### src/rtl/store_pkg.sv
// Shared encodings and helpers for the store path: access sizes, FSM states,
// alignment and narrowing-loss rules.
package store_pkg;

    localparam logic [1:0] SZ_BYTE = 2'b00;
    localparam logic [1:0] SZ_HALF = 2'b01;
    localparam logic [1:0] SZ_WORD = 2'b10;

    typedef enum logic [2:0] {
        IDLE,
        READ,
        MERGE,
        WRITE,
        ERR
    } state_t;

    // Size 2'b11 has no legal alignment, so it always reports misaligned.
    function automatic logic is_aligned(input logic [1:0] size, input logic [1:0] addr_lo);
        logic ok;
        case (size)
            SZ_BYTE: ok = 1'b1;
            SZ_HALF: ok = ~addr_lo[0];
            SZ_WORD: ok = (addr_lo == 2'b00);
            default: ok = 1'b0;
        endcase
        return ok;
    endfunction

    // True when sign-extending the stored slice would not give back the source.
    function automatic logic narrow_lost(input logic [31:0] data, input logic [1:0] size);
        logic lost;
        case (size)
            SZ_BYTE: lost = (data[31:8] != {24{data[7]}});
            SZ_HALF: lost = (data[31:16] != {16{data[15]}});
            default: lost = 1'b0;
        endcase
        return lost;
    endfunction

endpackage

### src/rtl/store_lane_merge.sv
// Replaces the addressed byte or halfword lane of a memory word with the
// low bits of the store data, leaving every other lane untouched.
module store_lane_merge
    import store_pkg::*;
(
    input  logic [31:0] old_word,
    input  logic [31:0] data,
    input  logic [1:0]  size,
    input  logic [1:0]  addr_lo,
    output logic [31:0] merged
);

    always_comb begin
        merged = old_word;
        case (size)
            SZ_BYTE: merged[8*addr_lo +: 8] = data[7:0];
            SZ_HALF: begin
                if (addr_lo[1])
                    merged[31:16] = data[15:0];
                else
                    merged[15:0] = data[15:0];
            end
            SZ_WORD: merged = data;
            default: merged = old_word;
        endcase
    end

endmodule

### src/rtl/unidade_store.sv
// Store unit: narrows a register value to byte/halfword/word and writes it to
// word-organised memory, using read-modify-write for sub-word stores.
module unidade_store
    import store_pkg::*;
#(
    parameter int ADDR_W = 32,
    parameter int DATA_W = 32
) (
    input  logic              clk,
    input  logic              rst_n,
    input  logic              req_valid,
    output logic              req_ready,
    input  logic [ADDR_W-1:0] req_addr,
    input  logic [DATA_W-1:0] req_data,
    input  logic [1:0]        req_size,
    output logic [ADDR_W-1:0] mem_addr,
    output logic              mem_rd_en,
    input  logic [DATA_W-1:0] mem_rdata,
    output logic              mem_wr_en,
    output logic [DATA_W-1:0] mem_wdata,
    output logic              done,
    output logic              err,
    output logic              trunc_ovf
);

    state_t            state;
    state_t            next_state;
    logic [ADDR_W-1:0] addr_q;
    logic [DATA_W-1:0] data_q;
    logic [1:0]        size_q;
    logic [DATA_W-1:0] wdata_q;
    logic [DATA_W-1:0] merged;
    logic              accept;

    assign accept = req_valid && (state == IDLE);

    store_lane_merge u_merge (
        .old_word (mem_rdata),
        .data     (data_q),
        .size     (size_q),
        .addr_lo  (addr_q[1:0]),
        .merged   (merged)
    );

    always_ff @(posedge clk or negedge rst_n) begin
        if (!rst_n)
            state <= IDLE;
        else
            state <= next_state;
    end

    // Request fields are captured once at accept and held for the whole operation,
    // which keeps mem_addr stable through READ, MERGE and WRITE.
    always_ff @(posedge clk or negedge rst_n) begin
        if (!rst_n) begin
            addr_q  <= '0;
            data_q  <= '0;
            size_q  <= SZ_BYTE;
            wdata_q <= '0;
        end else if (accept) begin
            addr_q <= req_addr;
            data_q <= req_data;
            size_q <= req_size;
            if (req_size == SZ_WORD)
                wdata_q <= req_data;
        end else if (state == MERGE) begin
            wdata_q <= merged;
        end
    end

    always_comb begin
        next_state = state;
        case (state)
            IDLE: begin
                if (accept) begin
                    if (!is_aligned(req_size, req_addr[1:0]))
                        next_state = ERR;
                    else if (req_size == SZ_WORD)
                        next_state = WRITE;
                    else
                        next_state = READ;
                end
            end
            READ:    next_state = MERGE;
            MERGE:   next_state = WRITE;
            WRITE:   next_state = IDLE;
            ERR:     next_state = IDLE;
            default: next_state = IDLE;
        endcase
    end

    // Every output is a decode of the state register plus held request fields.
    always_comb begin
        req_ready = 1'b0;
        mem_rd_en = 1'b0;
        mem_wr_en = 1'b0;
        done      = 1'b0;
        err       = 1'b0;
        trunc_ovf = 1'b0;
        case (state)
            IDLE:  req_ready = 1'b1;
            READ:  mem_rd_en = 1'b1;
            WRITE: begin
                mem_wr_en = 1'b1;
                done      = 1'b1;
                trunc_ovf = narrow_lost(data_q, size_q);
            end
            ERR: begin
                done = 1'b1;
                err  = 1'b1;
            end
            default: ;
        endcase
    end

    assign mem_addr  = {addr_q[ADDR_W-1:2], 2'b00};
    assign mem_wdata = wdata_q;

endmodule
### config.mk
export PLATFORM = sky130hd
export DESIGN_NAME = unidade_store
export DESIGN_NICKNAME = d
export VERILOG_FILES = /design/src/rtl/store_pkg.sv /design/src/rtl/store_lane_merge.sv /design/src/rtl/unidade_store.sv
export SDC_FILE = /design/constraint.sdc
export NUM_CORES = 1
export LEC_CHECK = 0
export CORE_ASPECT_RATIO = 1.75
export CORE_UTILIZATION = 45
export CTS_BUF_LIST = sky130_fd_sc_hd__clkbuf_4 sky130_fd_sc_hd__clkbuf_8
export DETAILED_ROUTE_END_ITERATION = 12
export PLACE_DENSITY = 0.81
export SLEW_MARGIN = 0
export SYNTH_ARGS = -nofsm -noshare
export SYNTH_HDL_FRONTEND = slang
export SYNTH_HIERARCHICAL = 1
export SYNTH_SLANG_ARGS = --single-unit
### constraint.sdc
create_clock -name clk -period 1.95 [get_ports clk]
set_input_delay 0.39 -clock clk [delete_from_list [all_inputs] [get_ports clk]]
set_output_delay 0.39 -clock clk [all_outputs]
set_load 0.005 [all_outputs]
; ---- Word-level counts from Yosys, hierarchy flattened
; Index checks and enable logic that the tools add are counted.
[totals]
reg_bits = 101
latch_bits = 0
ram_bits = 0
input_bits = 101
out_inout_bits = 70
romBits = 0
n_memories = 0
elab_cells = 50
[classes]
reduce_logical = 8
n_lt_le_gt_ge = 0
eq_ne = 12
n_mul = 0
n_addsub = 1
n_mux = 21
n_bitwise = 1
shifts = 2
div_mod_pow = 0
[ops]
columns = operator, n
row1 = 32-bit two-way mux, 3
row2 = 32-bit case mux with 3 select lines, 1
row3 = 5-bit negation with 34-bit output, 1
row4 = "8-bit by 34-bit variable shift with 32-bit output, first input constant", 1
row5 = 8-bit by 34-bit variable part select with 32-bit output, 1
row6 = 32-bit bitwise mux, 1
row7 = 16-bit two-way mux, 2
row8 = 24-bit inequality test, 1
row9 = 16-bit inequality test, 1
row10 = 3-bit case mux with 3 select lines, 1
row11 = 1-bit two-way mux, 8
row12 = "3-bit by 2-bit == test with 1-bit output, second input constant", 2
row13 = 2-bit zero test, 3
row14 = 3-bit two-way mux, 2
row15 = "2-bit by 1-bit == test with 1-bit output, second input constant", 2
row16 = "2-bit == test, second input constant", 2
row17 = "3-bit by 1-bit == test with 1-bit output, second input constant", 1
row18 = "3-bit == test, second input constant", 1
row19 = 3-bit zero test, 1
row20 = 1-bit case mux with 3 select lines, 1
row21 = 2-bit two-way mux, 1
row22 = "2-bit by 1-bit inequality test with 1-bit output, second input constant", 1
row23 = "2-bit inequality test, second input constant", 1
row24 = 1-bit case mux with 2 select lines, 1
row25 = other kinds (5), 5

; ---- Logic depth before layout (Yosys ltp)
[depth]
depth_word = 7
depth_mapped = 10
ltp_nobuf = 7

; ---- By module
; The synthesis kept the hierarchy.
[by_module_without_submodules]
columns = mod, cells_per_inst, instances, seq_area_each_um2, area_per_inst_um2
row1 = unidade_store, 358, 1, 2527.4, 4480.5
row2 = store_lane_merge, 236, 1, 0.0, 1747.9

; ---- Least setup slack after synthesis
; OpenSTA, ideal clock, no wires.
[synth_path]
kind = register -> register
startpoint = reg addr_q[1]
endpoint = reg wdata_q[23] (netlist: mem_wdata[23])
path_buffers = 3
t_arrival_ns = 2.038
path_stages_with_launch = 11
period_less_slack_ns = 2.170
setup_time_ns = 0.132
t_required_ns = 1.818
path_slack_ns = -0.220
path_cell_list = dfrtp_1 buf_6 buf_2 inv_2 ha_1 nor2b_1 and3_4 buf_6 a221o_1 mux2i_1 o21ai_1
[synth_via]
elab_chain_len = 6
elab_cells_between_ends = 8
classes_between = add/sub: 1 / shift: 2 / mux: 5
[synth_lines]
columns = element, line_no
row1 = start: declaration, unidade_store.sv:28  ; logic [ADDR_W-1:0] addr_q;
row2 = start signal: assignment, unidade_store.sv:61  ; addr_q <= req_addr;
row3 = 5-bit negation with 34-bit output, store_lane_merge.sv:16  ; SZ_BYTE: merged[8*addr_lo +: 8] = data[7:0];
row4 = 8-bit by 34-bit variable part select with 32-bit output / 8-bit by 34-bit variable shift with 32-bit output (equally long branches), store_lane_merge.sv:16
row5 = 32-bit bitwise mux, store_lane_merge.sv:16
row6 = 32-bit case mux with 3 select lines (*), store_lane_merge.sv:15  ; case (size)
row7 = named net merged[23], unidade_store.sv:32  ; logic [DATA_W-1:0] merged;
row8 = 32-bit two-way mux (*), unidade_store.sv:66  ; end else if (state == MERGE) begin
row9 = 32-bit two-way mux (*), unidade_store.sv:60  ; end else if (accept) begin
row10 = end signal: assignment, unidade_store.sv:65  ; wdata_q <= req_data;
row11 = end signal: assignment, unidade_store.sv:67  ; wdata_q <= merged;
row12 = end: declaration, unidade_store.sv:31  ; logic [DATA_W-1:0] wdata_q;
; The timed path passes the listed nets; every way through them passes the cells marked *. The select of a mux whose other input is x is not followed.
; A chain may end at the register's enable or synchronous reset.

; ---- Worst setup path after layout
[layout_path]
startpoint = reg data_q[28]
endpoint = out trunc_ovf
[layout_via]
elab_chain_len = 3
elab_cells_between_ends = 4
classes_between = eq/ne: 2 / mux: 2
[layout_lines]
columns = element, line_no
row1 = start: declaration, unidade_store.sv:29  ; logic [DATA_W-1:0] data_q;
row2 = start signal: assignment, unidade_store.sv:62  ; data_q <= req_data;
row3 = 24-bit inequality test / 16-bit inequality test (equally long branches), "store_pkg.sv:33, store_pkg.sv:34"
row4 = 1-bit case mux with 2 select lines (*), store_pkg.sv:32  ; case (size)
row5 = 1-bit two-way mux (*), unidade_store.sv:100  ; case (state)
row6 = end: declaration, unidade_store.sv:23  ; output logic trunc_ovf
; Mark *: on every way between the ends. The rest lies on a longest branch, timed or not.

==> results.md <==
- Outcome: finished with violations
- Failing checks: negative setup slack
- Vias after detailed routing: 5538
- Fin Hold WS: 0.485 ns
- Num CTS Buffers: 9
- Residual DRC: 0
- Worst Path Arrival: 1.94 ns
- Iter 0 DRT Violations: 289
- Achievable frequency: 428 MHz
- Clock Latency Late Sink: 0.39 ns
- Final Cell Area: 0.00868 mm²
- EDFF count, synth: 0
- HP Class: flop to flop
- Share of layout cells above drive strength 1: 28.9%
- Part of the power in registers: 27.9%
- Fin crit share: 120%
- Pin count of the biggest net entering global routing: 41
- Ys Warns: 6
- Synthesized area: 0.00623 mm²
- TritonCTS Sinks: 101
- Share of the synthesized area in the top cell type: 40.6%
- Crit-path max FO: 2
- Final ANT Viol Nets: 0
- R2R setup slack: -0.01 ns
- IO Pins: 171
- Min cycle time layout: 2.33 ns
- Die height: 158 µm
- Cell internal pwr: 8.65 mW
- Initial antenna violation count: 0
- Final net count: 869
- Setup crit start kind: flop
- Reg2Reg Launch Point: addr_q[1]
- Max-Cap Viols: 0
- Rows: 56
- Core ar.: 0.0135 mm²
- Top-count cell post-synth: dfrtp_1
- Async set-reset flop share out of synthesis: 100%
- Power share of the clock group: 9.9%
- Syn avg cell area: 10.5 µm²
- NetSw: 5.82 mW
- Detailed Routing Iterations Pass 1: 5
- Hold Crit Start: mem_wdata[19]
- Worst Hold End: mem_wdata[19]
- Yosys top cell by area: dfrtp_1
- DRT Wirelength: 19200 µm
- Unrepaired setup endpoints after global routing: true
- Ys flop type: dfrtp_1
- Vias in the first global route: 5834
- Setup Crit Path Kind: flop to output pin
- Mapped Cells: 594
- Gate power share: 62.1%
- Setup violators final: 2
- Power Density: 1670 mW/mm²
- Total Power: 14.5 mW
- Clock Skew: 0.0172 ns
- DR WL/cell: 20.4 µm
- Port bufs: 168
- Unique cell type count in the Yosys netlist: 51
- Max Root-Sink Buffers: 2
- Setup TNS Final: -0.393 ns
- N_diodes: 0
- Vias per inst: 5.88
- Synth top area cells: dfrtp_1 (41%), mux2_2 (17%), mux2i_1 (5.1%)
- Leakage power: 3.67 nW
- Fin. Hold Viols: 0
- Clock transition at path regs: 0.12 ns
- Register area share after synthesis: 40.6%
- Hpwl dp: 14500 µm
- Fin util: 64.5%
- Die W: 90.9 µm
- Slew Viols, Final: 0
- Cell Area, Placed: 0.00820 mm²
- Switching Share: 40.2%
- Die area: 0.0143 mm²
- CP Capture Type: output pin
- Hold Path Depth: 2
- Starting Density: 46.3%
- Worst R2R End: mem_wdata[26]
- R2R depth: 8
- H-tree lvl count: 3
- Placer Congestion: 0.955
- CTS tree: done
- Seq cells post-synth: 101
- Global route overflow: 0
- Worst-Margin Slew: 0.514 ns
- Max_slew headroom: 65.4%
- Setup WS post-layout: -0.384 ns
- Commonest cells in the netlist: dfrtp_1 (101), mux2_2 (92), nand2_1 (65)
- Clk root buf: clkbuf_8
- GRT Util Overall: 27.0%
- CP required: 1.56 ns
- Synth-to-layout area growth: 39.3%
- Worst vdd ir: 0.000889 V
- First-pass GRT wire length: 30000 µm
critical path, stage by stage, from the launching register on:
cell and delay (ns):
dfrtp_1 0.41, or4_4 0.55, nor2_4 0.12, nand3_4 0.10, o21ai_2 0.15, a211oi_2 0.10, buf_2 0.14
area by class of cell:
class / count / area, µm²
well taps: 174 / 218
inverters: 8 / 45.0
repair buffers: 234 / 2280
multi-input cells: 409 / 3380
clock buffers: 10 / 138
fillers: 1126 / 4780
clock inverters: 6 / 80.1
flip-flops and latches: 101 / 2530
worst max-delay path by stage:
| stage | startpoint | to | cells past startpoint |
|---|---|---|---|
| global route | data_q[28] | trunc_ovf | 6 |
| detailed placement | data_q[16] | trunc_ovf | 6 |
| global placement | data_q[29] | trunc_ovf | 6 |
| CTS | data_q[28] | trunc_ovf | 6 |
| floorplan | addr_q[1] | mem_wdata[23] | 10 |
| finish | data_q[28] | trunc_ovf | 6 |
stage by stage:
stage | std cells | worst slack [ns]
final | 942 | -0.384
after global routing | 942 | -0.464
after CTS | 942 | -0.452
after detailed placement | 921 | -0.386
after global placement | 921 | -0.360
after floorplan | 595 | -0.0195
registers in the layout (all words and copies together), names as in the netlist:
name and count:
state 3, data_q 32, mem_wdata 32, addr_q 32
size_q 2
placed cells by master (no fill, tap or decap), drive strengths merged, types with 5 or more instances in the layout:
cell           synthesis  final
and3b                 10     10
dfrtp                101    101
nand3b                 6      6
clkbuf                13     10
mux2                  92     92
inv                    7      8
ha                     5      5
a31oi                  8      8
o221ai                25     25
nor2                  10     10
nor4                   5      5
a221o                  6      6
and2                   7      7
clkdlybuf4s50          0    161
o21ai                 36     36
nand4                  6      6
mux2i                 32     32
nor3b                 11     11
a32oi                 18     18
nand2                 67     67
a21oi                 25     25
a22oi                 15     15
buf                   64     68
cells by family after synthesis:
logic type      count (synthesis)  share of synthesized area (%)
mux                           124                           21.8
fa+ha+maj                       5                           1.00
compound gates                138                           15.4
simple gates                  140                           12.4
flops                         101                           40.6
buf+inv                        85                           8.82
other cells                     1                         0.0602
repair_timing:
item                                   4_1_cts  5_1_grt
gates resized for setup                     35       34
cloned                                       0        0
endpoints found under the hold margin       27        0
setup endpoints to repair                   24       37
buffers inserted                             4        2
hold buffers                                 1        0
pin swaps                                   11       30
power by group through the flow:
stage	Combinational, mW	Sequential [mW]	Clock, mW
after detailed placement	8.46	4.05	0
after CTS	8.65	4.01	1.48
after floorplan	5.32	3.87	0
after global placement	8.22	3.95	0
after global routing	9.67	4.15	1.57
final	8.99	4.04	1.44
per-layer routing:
layer | vias to the layer above | GRT usage [%] | wire length, µm
met5 | - | 0 | 0
met4 | 0 | 15.7 | 908
met3 | 68 | 3.79 | 889
met2 | 245 | 50.7 | 10700
met1 | 2703 | 28.7 | 6760
li1 | 2522 | - | -
Note: power is estimated with default switching activity, not from simulation.
